`config.mk`:
```
export PLATFORM = sky130hd
export DESIGN_NAME = sel_scanner
export DESIGN_NICKNAME = d
export VERILOG_FILES = /design/src/rtl/sel_scanner.sv
export SDC_FILE = /design/constraint.sdc
export NUM_CORES = 1
export LEC_CHECK = 0
export BUFFER_PORTS_ARGS = -buffer_cell sky130_fd_sc_hd__buf_2
export CORE_MARGIN = 2
export CORE_UTILIZATION = 55
export CTS_CLUSTER_SIZE = 20
export DETAILED_ROUTE_END_ITERATION = 8
export GPL_ROUTABILITY_DRIVEN = 1
export HOLD_SLACK_MARGIN = 0.08
export PLACE_DENSITY = 0.73
export SLEW_MARGIN = 10
export SYNTH_ARGS = -nofsm -noshare
export SYNTH_HDL_FRONTEND = slang
export SYNTH_SLANG_ARGS = --single-unit
```
`constraint.sdc`:
```
create_clock -name clk -period 4.6 [get_ports clk]
set_input_delay 0.23 -clock clk [delete_from_list [all_inputs] [get_ports clk]]
set_output_delay 0.23 -clock clk [all_outputs]
set_load 0.02 [all_outputs]
```
`src/rtl/sel_scanner.sv`:
```
// sel_scanner: walks a 3-bit select code over the channels enabled in mask.
// Each enabled channel is held for DWELL cycles. The first cycle of each new
// scan pass is flagged on wrap. All outputs come straight from flops.
module sel_scanner #(
    parameter int DWELL = 4
) (
    input  logic       clk,
    input  logic       rst,
    input  logic       start,
    input  logic       stop,
    input  logic [7:0] mask,
    output logic [2:0] sel,
    output logic       sel_valid,
    output logic       wrap,
    output logic       busy
);

    // The dwell counter is never narrower than one bit, so DWELL=1 still has a counter.
    localparam int CW = (DWELL > 1) ? $clog2(DWELL) : 1;
    localparam logic [CW-1:0] CNT_LAST = CW'(DWELL - 1);

    typedef enum logic {
        IDLE = 1'b0,
        SCAN = 1'b1
    } state_t;

    state_t          state_q, state_d;
    logic [CW-1:0]   cnt_q, cnt_d;
    logic [2:0]      sel_q, sel_d;
    logic            wrap_q, wrap_d;
    logic            act_q, act_d;
    logic [2:0]      first_sel;
    logic [2:0]      next_sel;

    // Index of the lowest set bit; 0 when the vector is empty.
    function automatic logic [2:0] lowest_set(input logic [7:0] m);
        logic [2:0] r;
        r = 3'd0;
        for (int k = 7; k >= 0; k--) begin
            if (m[k]) r = 3'(k);
        end
        return r;
    endfunction

    // Next set bit strictly above cur, searching circularly. Offset 8 lands back on cur,
    // so a mask holding only cur returns cur itself.
    function automatic logic [2:0] next_set(input logic [7:0] m, input logic [2:0] cur);
        logic [2:0] r;
        logic [2:0] idx;
        logic       found;
        r     = cur;
        found = 1'b0;
        for (int k = 1; k <= 8; k++) begin
            idx = cur + 3'(k);
            if (!found && m[idx]) begin
                r     = idx;
                found = 1'b1;
            end
        end
        return r;
    endfunction

    assign first_sel = lowest_set(mask);
    assign next_sel  = next_set(mask, sel_q);

    // State and output registers; reset forces the idle values without waiting for a clock.
    always_ff @(posedge clk or posedge rst) begin
        if (rst) begin
            state_q <= IDLE;
            cnt_q   <= '0;
            sel_q   <= 3'd0;
            wrap_q  <= 1'b0;
            act_q   <= 1'b0;
        end else begin
            state_q <= state_d;
            cnt_q   <= cnt_d;
            sel_q   <= sel_d;
            wrap_q  <= wrap_d;
            act_q   <= act_d;
        end
    end

    // Next-state and next-output logic. Exit (stop or empty mask) outranks an advance,
    // so leaving SCAN never produces a wrap pulse.
    always_comb begin
        state_d = state_q;
        cnt_d   = cnt_q;
        sel_d   = sel_q;
        wrap_d  = 1'b0;
        act_d   = act_q;
        case (state_q)
            IDLE: begin
                cnt_d = '0;
                sel_d = 3'd0;
                act_d = 1'b0;
                if (start && !stop && (mask != 8'd0)) begin
                    state_d = SCAN;
                    sel_d   = first_sel;
                    wrap_d  = 1'b1;
                    act_d   = 1'b1;
                end
            end
            SCAN: begin
                if (stop || (mask == 8'd0)) begin
                    state_d = IDLE;
                    cnt_d   = '0;
                    sel_d   = 3'd0;
                    act_d   = 1'b0;
                end else if (cnt_q == CNT_LAST) begin
                    cnt_d  = '0;
                    sel_d  = next_sel;
                    wrap_d = (next_sel <= sel_q);
                end else begin
                    cnt_d = cnt_q + 1'b1;
                end
            end
            default: begin
                state_d = IDLE;
                cnt_d   = '0;
                sel_d   = 3'd0;
                act_d   = 1'b0;
            end
        endcase
    end

    assign sel       = sel_q;
    assign sel_valid = act_q;
    assign busy      = act_q;
    assign wrap      = wrap_q;

endmodule

```
==> results of run 1 <==
-- per-layer routing --
| layer | wire length (um) | vias up | share of wire |
|---|---|---|---|
| met5 | 0 | - | 0 |
| met4 | 52 | 0 | 0.014 |
| met3 | 212 | 6 | 0.056 |
| met2 | 1839 | 59 | 0.48 |
| met1 | 1687 | 700 | 0.44 |
| li1 | - | 677 | - |
-- worst min path at each step --
stage                to  depth (start not counted)  slack (ns)  start
2_1_floorplan      busy                          1        0.05    rst
3_3_place_gp   cnt_q[1]                          2        0.18    rst
3_5_place_dp       busy                          2        0.19    rst
4_1_cts         state_q                          3        0.21  start
5_1_grt         state_q                          3        0.23  start
6_report        state_q                          3        0.22  start
-- synth_stat cells (all sizes together) --
cell and number:
nand4b 1, dfrtp 8, o31ai 1, o21bai 1
o2bb2a 1, buf 8, or2 1, mux2i 14
or3 2, nand3 3, mux2 7, a221oi 3
nor3 3, nor2 17, a2111oi 1, o32ai 2
inv 9, o221ai 1, nand4 1, nand2 11
nor4 2, o311a 1, nand3b 1, nand2b 2
and3 1, a31o 1, o211ai 1, xnor2 2
o21a 2, nor2b 4, mux4 12, o221a 1
ha 6, a31oi 3, o2bb2ai 1, a211oi 2
o21ai 9, o211a 1, a21boi 1, clkbuf 7
a21o 1, xor2 2, a21oi 12
-- worst register-to-register path, stage by stage (launching register included) --
cell	delay [ns]
dfrtp_1	0.39
buf_4	0.22
buf_4	0.25
mux2_2	0.44
mux4_2	0.54
a211oi_2	0.29
nand2_2	0.16
a21o_2	0.21
a21oi_1	0.22
nand2_1	0.10
ha_1	0.29
nor2b_1	0.13
o21a_1	0.17
o21ai_0	0.18
nand3_1	0.11
a21oi_1	0.14
-- cell usage in the layout (no fill, tap or decap), types with 2 or more instances in the layout --
| cell type | count |
|---|---|
| or3_1 | 2 |
| ha_1 | 6 |
| a221oi_2 | 2 |
| mux2_1 | 2 |
| dfrtp_1 | 8 |
| mux4_1 | 6 |
| o21ai_0 | 8 |
| a31oi_1 | 3 |
| nor2_1 | 17 |
| nand2b_1 | 2 |
| nor4_1 | 2 |
| xor2_1 | 2 |
| mux2_4 | 2 |
| a21oi_1 | 12 |
| clkbuf_4 | 3 |
| nor3_1 | 3 |
| xnor2_1 | 2 |
| nand3_1 | 3 |
| mux2i_1 | 14 |
| o32ai_1 | 2 |
| inv_1 | 9 |
| mux2_2 | 3 |
| o21a_1 | 2 |
| nand2_1 | 10 |
| mux4_2 | 6 |
| buf_4 | 3 |
| nor2b_1 | 4 |
| buf_2 | 17 |
-- cell families (layout without fill, tap and decap cells) --
group	count (synthesis)	in the layout	share of synthesized area
DFF	8	8	0.1247
and+or+nand+nor	49	49	0.1465
buffers and inverters	24	33	0.1153
AOI/OAI and AO/OA	46	46	0.2214
adders and majority gates	6	6	0.04676
xor gates and xnor gates	4	4	0.02183
muxes	33	33	0.3235
-- where the power goes --
part           internal [mW]  switching, mW  total [mW]
Clock                 0.0298         0.0224      0.0522
Combinational          0.126          0.160       0.287
Sequential            0.0748        0.00617      0.0810
Total                  0.231          0.189       0.420
-- area by class of cell --
type,instances,area (um^2),share of cell area
Timing Repair Buffer,21,117.6,0.07203
Inverter,9,33.78,0.02069
Tap cell,31,38.79,0.02375
Clock buffer,3,22.52,0.01379
Sequential cell,8,200.2,0.1226
Multi-Input combinational cell,138,1220,0.7471
-- flip-flops by register name, indices dropped and copies added (netlist names) --
name     count
busy         1
cnt_q        2
sel          3
state_q      1
wrap         1
-- per-stage QoR --
| step | total power [mW] | hold WS [ns] |
|---|---|---|
| after global placement | 0.3529 | 0.1785 |
| final | 0.4197 | 0.2204 |
| after global routing | 0.4530 | 0.2348 |
| after detailed placement | 0.3602 | 0.1856 |
| after CTS | 0.4176 | 0.2126 |
| after floorplan | 0.3207 | 0.04566 |
==> impl_metrics.yaml, run 1 <==
cts:
  cts_inserted_buffers: 3
  cts_setup_buffers: 0
  hold_buffers: 1
  clock-root-buffer: "clkbuf_4"
  cts_tree: "yes"
  clk_latency_ns: 0.25
  htree_levels: 1
  clk_pin_slew_ns: 0.06
  cts_resized: 0
  cts.sinks: 8
  clockBufferDepth: 2
setup_path:
  critPathLaunchType: "register"
  crit_family: "compound AO/OA/AOI/OAI gates"
  cp-startpoint: "sel[0]"
  crit_end: "wrap"
  path_cells: "buf_4 > buf_4 > mux2_2 > mux4_2 > a211oi_2 > nand2_2 > a21o_2 > a21oi_1 > nand2_1 > ha_1 > nor2b_1 > o21a_1 > o21ai_0 > nand3_1 > a21oi_1"
  path_class: "register to register"
  slowest_stage: "mux4_2"
  worst-path-stages: 15
  path_buf_inv: 2
  critPathArrivalTime_ns: 4.08
  r2r_setup_slack_ns: 0.69
  end_kind: "register"
  r2r-start: "sel[0]"
  max_stage_delay_ns: 0.54
  required_ns: 4.78
  reg2reg_to: "wrap"
  r2r_cells: 15
  worst-path-max-fanout: 13
cells_and_area:
  fin_nets: 199
  antenna_cells: 0
  stdcell_count: 210
  fin_util: 0.5921
  nFillCells: 244
  area_growth_pct: 1.715
  final_area_um2: 1633
  drive_above_1_share: 0.2402
placed_design:
  place_inst: 206
  post-place-ws_ns: 0.7973
  place_congestion: 0.9164
  port_buffers: 17
  dpl.hpwl_mm: 2.869
  placed_area_um2: 1600
power:
  irDropWorstVdd_v: 0.0002584
  p_leak_nw: 0.6779
  power.density_nw_per_um2: 257.1
global_routing:
  busiest_layer: "met2"
  met3_usage: 0.03348
  grt_first_pass_wirelength_mm: 6.624
  grtUsageTotal: 0.2487
  grt_pass1_vias: 1424
  grt_max_degree: 20
  grt_util_met1: 0.3577
  antenna_found_initial: 0
  overflow: 0
  use_met2: 0.4026
yosys:
  netlist_area_um2: 1605
  post-synth-top-area-cell: "dfrtp_1"
  synthCells: 170
  avgSynthCellArea_um2: 9.443
  synth-seq-cells: 8
  ys_types: 55
  ys_seq_area_frac: 0.1247
  yosys_warnings: 0
  syn-num-nets: 188
  yosysTopAreaCellShare: 0.1247
  synth.area.top_cells: "dfrtp_1 (12%), mux4_1 (9.8%), mux2i_1 (8.7%)"
die:
  fp.dieH_um: 58.03
  core_area_um2: 2758
  dieArea_um2: 3367
  start_util: 0.5821
  row_count: 19
  pin_count: 18
  die_x_um: 58.03
timing:
  period_needed_ns: 3.908
  worstMarginPinSlew_ns: 0.6405
  setup_viol: 0
  skew_ns: 0.003163
  fmax_mhz: 255.9
  fin_ws_ns: 0.6919
  hold_viol_final: 0
  rsz0062_at_grt: "no"
  min_period_over_period: 0.8496
  setup_tns_ns: 0
  relSlewSlack: 0.5715
  finalMaxSlewViolations: 0
detailed_routing:
  drtPass1Iterations: 4
  antenna_left: 0
  drc: 0
  routed_wl_mm: 3.792
  vias_per_cell: 6.867
  via_count: 1442
  drt_iter0_markers: 69
  wl_per_cell_um: 18.06
run:
  drv_cap: 0
min_path:
  hold_path.class: "input pin to register"
run_status:
  status: "completed"
No activity file was read; power rests on OpenSTA's default activity.
==> run 2, diff against run 1 <==
Settings changed: ABC_AREA set to 1, CORE_UTILIZATION 55 to 52.
Clock period 4.6 ns to 3.49 ns, I/O delays scaled along.
==> run 2 against run 1 <==
  * Setup slack worse by 0.13 ns
  * Non-clock buffer count down 1
  * Hold slack better by 0.098 ns
  * Synthesized area down 23%
  * Highest routed layer unchanged
  * Largest cell class unchanged
  * Critical endpoint unchanged
  * Final area down 16%
==> impl_metrics.yaml, run 2 <==
run_status:
  status: "completed"
cells_and_area:
  area_growth_pct: 10.06
  drive_above_1_share: 0.2385
  fin_nets: 238
  nFillCells: 209
  stdcell_count: 246
  fin_util: 0.6129
  antenna_cells: 0
  mostFrequentLayoutCell: "nand2_1"
  largest_register_ffs: 3
  mostFrequentLayoutCells: "nand2_1 (60), nand3_1 (31), inv_1 (19)"
global_routing:
  overflow: 0
  grtUsageTotal: 0.2655
  grt_pass1_vias: 1295
  antenna_found_initial: 0
  grt_first_pass_wirelength_mm: 5.485
  grt_max_degree: 15
yosys:
  post-synth-top-area-cell: "nand2_1"
  avgSynthCellArea_um2: 6.218
  netlist_area_um2: 1244
  yosys_warnings: 0
  yosysTopAreaCellShare: 0.1811
  ys_seq_area_frac: 0.1610
  synth-edff-count: 0
  synthTopCellsByCount: "nand2_1 (60), nand3_1 (31), inv_1 (19), nor2_1 (14), nand2_2 (9)"
  synthCells: 200
  ys_async_sr_fraction: 1.000
  ys_types: 35
  syn-num-nets: 218
  synth_most_common_cell: "nand2_1"
  synth.area.top_cells: "nand2_1 (18%), dfrtp_1 (16%), nand3_1 (12%)"
  ys.flop_type: "dfrtp_1"
  synth-seq-cells: 8
placed_design:
  place_congestion: 0.9133
  place_inst: 242
  port_buffers: 17
  dpl.hpwl_mm: 2.685
setup_path:
  path_class: "register to register"
  critPathLaunchType: "register"
  critPathArrivalTime_ns: 3.05
  max_stage_delay_ns: 0.38
  path_buf_inv: 4
  slowest_stage: "dfrtp_1"
  worst-path-max-fanout: 11
  path_cells: "inv_2 > ha_1 > inv_1 > nand3_1 > nand3_2 > nand2_4 > inv_4 > nand3_4 > nor2_8 > nand4_4 > nand2_1 > inv_1 > nand2_1 > nand2_2 > ha_1 > nand3b_1 > a32oi_1 > o21ai_0"
  crit_family: "simple AND/OR/NAND/NOR gates"
  r2r-start: "sel[0]"
  cp-startpoint: "sel[0]"
  end_kind: "register"
  required_ns: 3.61
detailed_routing:
  drtPass1Iterations: 4
  wl_per_cell_um: 12.94
  routed_wl_mm: 3.183
  vias_per_cell: 5.451
  drt_iter0_markers: 26
  drc: 0
  antenna_left: 0
  via_count: 1341
die:
  die_x_um: 52.91
  dieArea_um2: 2799
  core_area_um2: 2233
  row_count: 17
  start_util: 0.5569
  pin_count: 18
  fp.dieH_um: 52.91
cts:
  clock-root-buffer: "clkbuf_4"
  clk_latency_ns: 0.26
  cts_tree: "yes"
  clockBufferDepth: 2
  clk_pin_slew_ns: 0.06
  cts_resized: 0
  cts_inserted_buffers: 3
  htree_levels: 1
  cts.sinks: 8
timing:
  finalMaxSlewViolations: 0
  hold_viol_final: 0
  worstMarginPinSlew_ns: 0.5153
  fin_hold_ws_ns: 0.3180
  fmax_mhz: 341.5
  relSlewSlack: 0.6528
  min_period_over_period: 0.8389
  setup_tns_ns: 0
  period_needed_ns: 2.928
  rsz0062_at_grt: "no"
  skew_ns: 0.003731
  setup_viol: 0
min_path:
  hold_start: "stop"
  hold_path.class: "input pin to register"
power:
  irDropWorstVdd_v: 0.0004368
  power.density_nw_per_um2: 923.2
  p_leak_nw: 0.7581
run:
  drv_cap: 0
## run 2: worst register-to-register path: stages, from the launching register on
cell and delay (ns):
dfrtp_1 0.38, inv_2 0.17, ha_1 0.33, inv_1 0.20, nand3_1 0.16, nand3_2 0.14, nand2_4 0.09, inv_4 0.08
nand3_4 0.08, nor2_8 0.13, nand4_4 0.11, nand2_1 0.08, inv_1 0.04, nand2_1 0.06, nand2_2 0.07, ha_1 0.33
nand3b_1 0.09, a32oi_1 0.17, o21ai_0 0.12
## run 2: cell families after synthesis
family / Yosys count / share of synthesized area
XOR/XNOR: 3 / 0.03320
buffers and inverters: 32 / 0.1187
adder cells (fa/ha/maj): 6 / 0.06036
AND/OR/NAND/NOR: 132 / 0.5302
flip-flops: 8 / 0.1610
AO/OA/AOI/OAI: 19 / 0.09658
## run 2: path summary, 6_finish.rpt
kind                       depth (start not counted)        to  slack (ns)
max                                               18      wrap        0.56
min                                                5      busy        0.32
max reg2reg                                       18      wrap        0.56
min reg2reg                                        1  cnt_q[0]        0.47
max in group asynchronous                          3    sel[0]        2.85
min in group asynchronous                          3    sel[2]        0.40
## run 2: final cells by class
class,count,area (um^2),area share
tap,28,35.03,0.02559
inverter,27,105.1,0.07678
sequential,8,200.2,0.1463
timing repair buffer,20,110.1,0.08044
multi-input combinational,160,895.9,0.6545
clock buffer,3,22.52,0.01645
## run 2: metrics by stage
stage	power [mW]	cell area, um^2	setup slack [ns]
after global routing	1.417	1369	0.2945
final	1.264	1369	0.5622
after floorplan	0.9822	1244	0.6142
after detailed placement	1.177	1336	0.5914
after global placement	1.149	1336	0.6819
after CTS	1.255	1369	0.5779
## run 2: per-layer routing
| layer | track usage | share of wire | up-vias |
|---|---|---|---|
| li1 | - | - | 692 |
| met1 | 0.3263 | 0.45 | 604 |
| met2 | 0.4604 | 0.49 | 37 |
| met3 | 0.04237 | 0.043 | 8 |
| met4 | 0.1026 | 0.021 | 0 |
| met5 | 0 | 0 | - |
## run 2: power breakdown
| group | switching [mW] | total (mW) | internal [mW] | leakage, nW |
|---|---|---|---|---|
| combinational | 0.708 | 1.07 | 0.360 | 0.639 |
| sequential | 0.0156 | 0.122 | 0.107 | 0.106 |
| clock | 0.0341 | 0.0736 | 0.0395 | 0.0138 |
| total | 0.758 | 1.26 | 0.506 | 0.758 |
## run 2: repair_timing
item,CTS,global route
buffers inserted,0,0
endpoints found under the hold margin,8,0
hold buffers,1,0
==> run 3, diff against run 2 <==
Settings changed: ABC_AREA 1 to 0, CORE_UTILIZATION 52 to 55.
Clock period 3.49 ns to 2.81 ns, I/O delays scaled along.
==> run 3 against run 2 <==
  * The flow now finishes with violations (setup timing)
  * Combinational power fell by 24%
  * Die area is 20% higher
  * Sequential power is 9.8% higher
  * Fmax fell by 12%
  * Flip-flop and latch count is the same
  * Setup slack lost 1.1 ns
  * Global-route usage is 5.0 points higher
  * Clock power grew 24%
  * First-iteration DRC count rose to 5.1 times the previous value
  * Critical endpoint unchanged
  * Highest routed layer unchanged
==> impl_metrics.yaml, run 3 (synthesized netlist as in run 1, its figures left out) <==
timing:
  setup_viol: 4
  period_needed_ns: 3.313
  relSlewSlack: 0.6093
  fmax_mhz: 301.8
  skew_ns: 0.0006717
  rsz0062_at_grt: "yes"
  finalMaxSlewViolations: 0
  min_period_over_period: 1.179
  setup_tns_ns: -0.7942
  worstMarginPinSlew_ns: 0.5808
  fin_ws_ns: -0.5033
  hold_viol_final: 0
  fin_hold_ws_ns: 0.1619
run_status:
  status: "complete, but fails checks"
  violations: "setup timing"
power:
  p_leak_nw: 1.051
  fin_total_pwr_mw: 1.043
  irDropWorstVdd_v: 0.0005360
  power.density_nw_per_um2: 443.8
setup_path:
  critPathArrivalTime_ns: 3.50
  worst-path-max-fanout: 6
  path_class: "register to register"
  crit_family: "compound AO/OA/AOI/OAI gates"
  crit_top_cell: "o32ai_2"
  path_cells: "clkbuf_16 > buf_4 > mux4_2 > nor2b_1 > o32ai_2 > a2111oi_4 > o32ai_2 > a21boi_2 > inv_1 > ha_1 > o21a_1 > o21ai_1 > nand3_1 > a21oi_2"
  critPathLaunchType: "register"
  required_ns: 3.00
  max_stage_delay_ns: 0.55
  end_kind: "register"
  path_buf_inv: 3
  slowest_stage: "mux4_2"
run:
  drv_cap: 0
detailed_routing:
  via_count: 1845
  drt_iter0_markers: 132
  routed_wl_mm: 6.058
  antenna_left: 0
  drc: 0
  drtPass1Iterations: 7
  vias_per_cell: 6.613
  wl_per_cell_um: 21.71
cts:
  cts_tree: "yes"
  cts_inserted_buffers: 3
  clock-root-buffer: "clkbuf_4"
  clk_pin_slew_ns: 0.05
  clk_latency_ns: 0.26
  clockBufferDepth: 2
  htree_levels: 1
  cts.sinks: 8
placed_design:
  place_inst: 265
  place_congestion: 1.019
  post-place-ws_ns: -0.4946
  placed_area_um2: 2111
  dpl.hpwl_mm: 3.960
  port_buffers: 17
cells_and_area:
  mostFrequentLayoutCell: "buf_4"
  antenna_cells: 0
  mostFrequentLayoutCells: "buf_4 (65), buf_2 (17), nor2_1 (16)"
  nFillCells: 128
  area_growth_pct: 46.38
  final_area_um2: 2350
  stdcell_count: 279
  fin_nets: 268
  largest_register_ffs: 3
  fin_util: 0.8521
  drive_above_1_share: 0.5444
die:
  dieArea_um2: 3367
  fp.dieH_um: 58.03
  start_util: 0.5821
  die_x_um: 58.03
  core_area_um2: 2758
  pin_count: 18
  row_count: 19
global_routing:
  grt_max_degree: 13
  antenna_found_initial: 0
  overflow: 0
  grt_first_pass_wirelength_mm: 8.176
  grt_pass1_vias: 1740
  grtUsageTotal: 0.3159
min_path:
  hold_path.class: "input pin to register"
run 3: power breakdown:
| part | switching [mW] | internal (mW) |
|---|---|---|
| clock network | 0.0418 | 0.0490 |
| logic | 0.387 | 0.431 |
| registers | 0.0112 | 0.123 |
run 3: repair_timing:
action	in CTS	in global routing
buffers inserted	4	7
hold endpoints to repair	8	0
resized for setup	6	19
hold buffers	1	0
setup endpoints to repair	4	4
gates cloned	0	1
pin swaps	10	9
run 3: worst paths after layout:
path / startpoint / slack [ns] / cells past startpoint / endpoint
worst max register to register: sel[0] / -0.50 / 14 / wrap
worst max-delay path: sel[0] / -0.50 / 14 / wrap
max in group asynchronous: rst / 2.17 / 3 / sel[1]
min in group asynchronous: rst / 0.38 / 3 / cnt_q[1]
worst min register to register: cnt_q[0] / 0.46 / 1 / cnt_q[0]
worst min-delay path: start / 0.16 / 3 / state_q
run 3: final cells by class:
cell class | instances | area, um^2 | area share
inverters | 9 | 38.79 | 0.01651
repair buffers | 90 | 693.2 | 0.2950
multi-input cells | 138 | 1354 | 0.5761
clock buffers | 3 | 22.52 | 0.009585
well taps | 31 | 38.79 | 0.01651
flip-flops and latches | 8 | 202.7 | 0.08626
run 3: metal layers:
layer,GRT usage,part of all wire,up-vias
li1,-,-,802
met1,0.3863,0.39,899
met2,0.5649,0.51,115
met3,0.05357,0.064,29
met4,0.09967,0.042,0
met5,0,0,-
run 3: worst reg2reg max path, delay by kind of cell, from the launching register on:
family                   cells  cell delay [ns]
AO/OA/AOI/OAI                7             1.28
buffers and inverters        3             0.38
flip-flops                   1             0.45
adder cells (fa/ha/maj)      1             0.30
AND/OR/NAND/NOR              2             0.29
multiplexers                 1             0.55
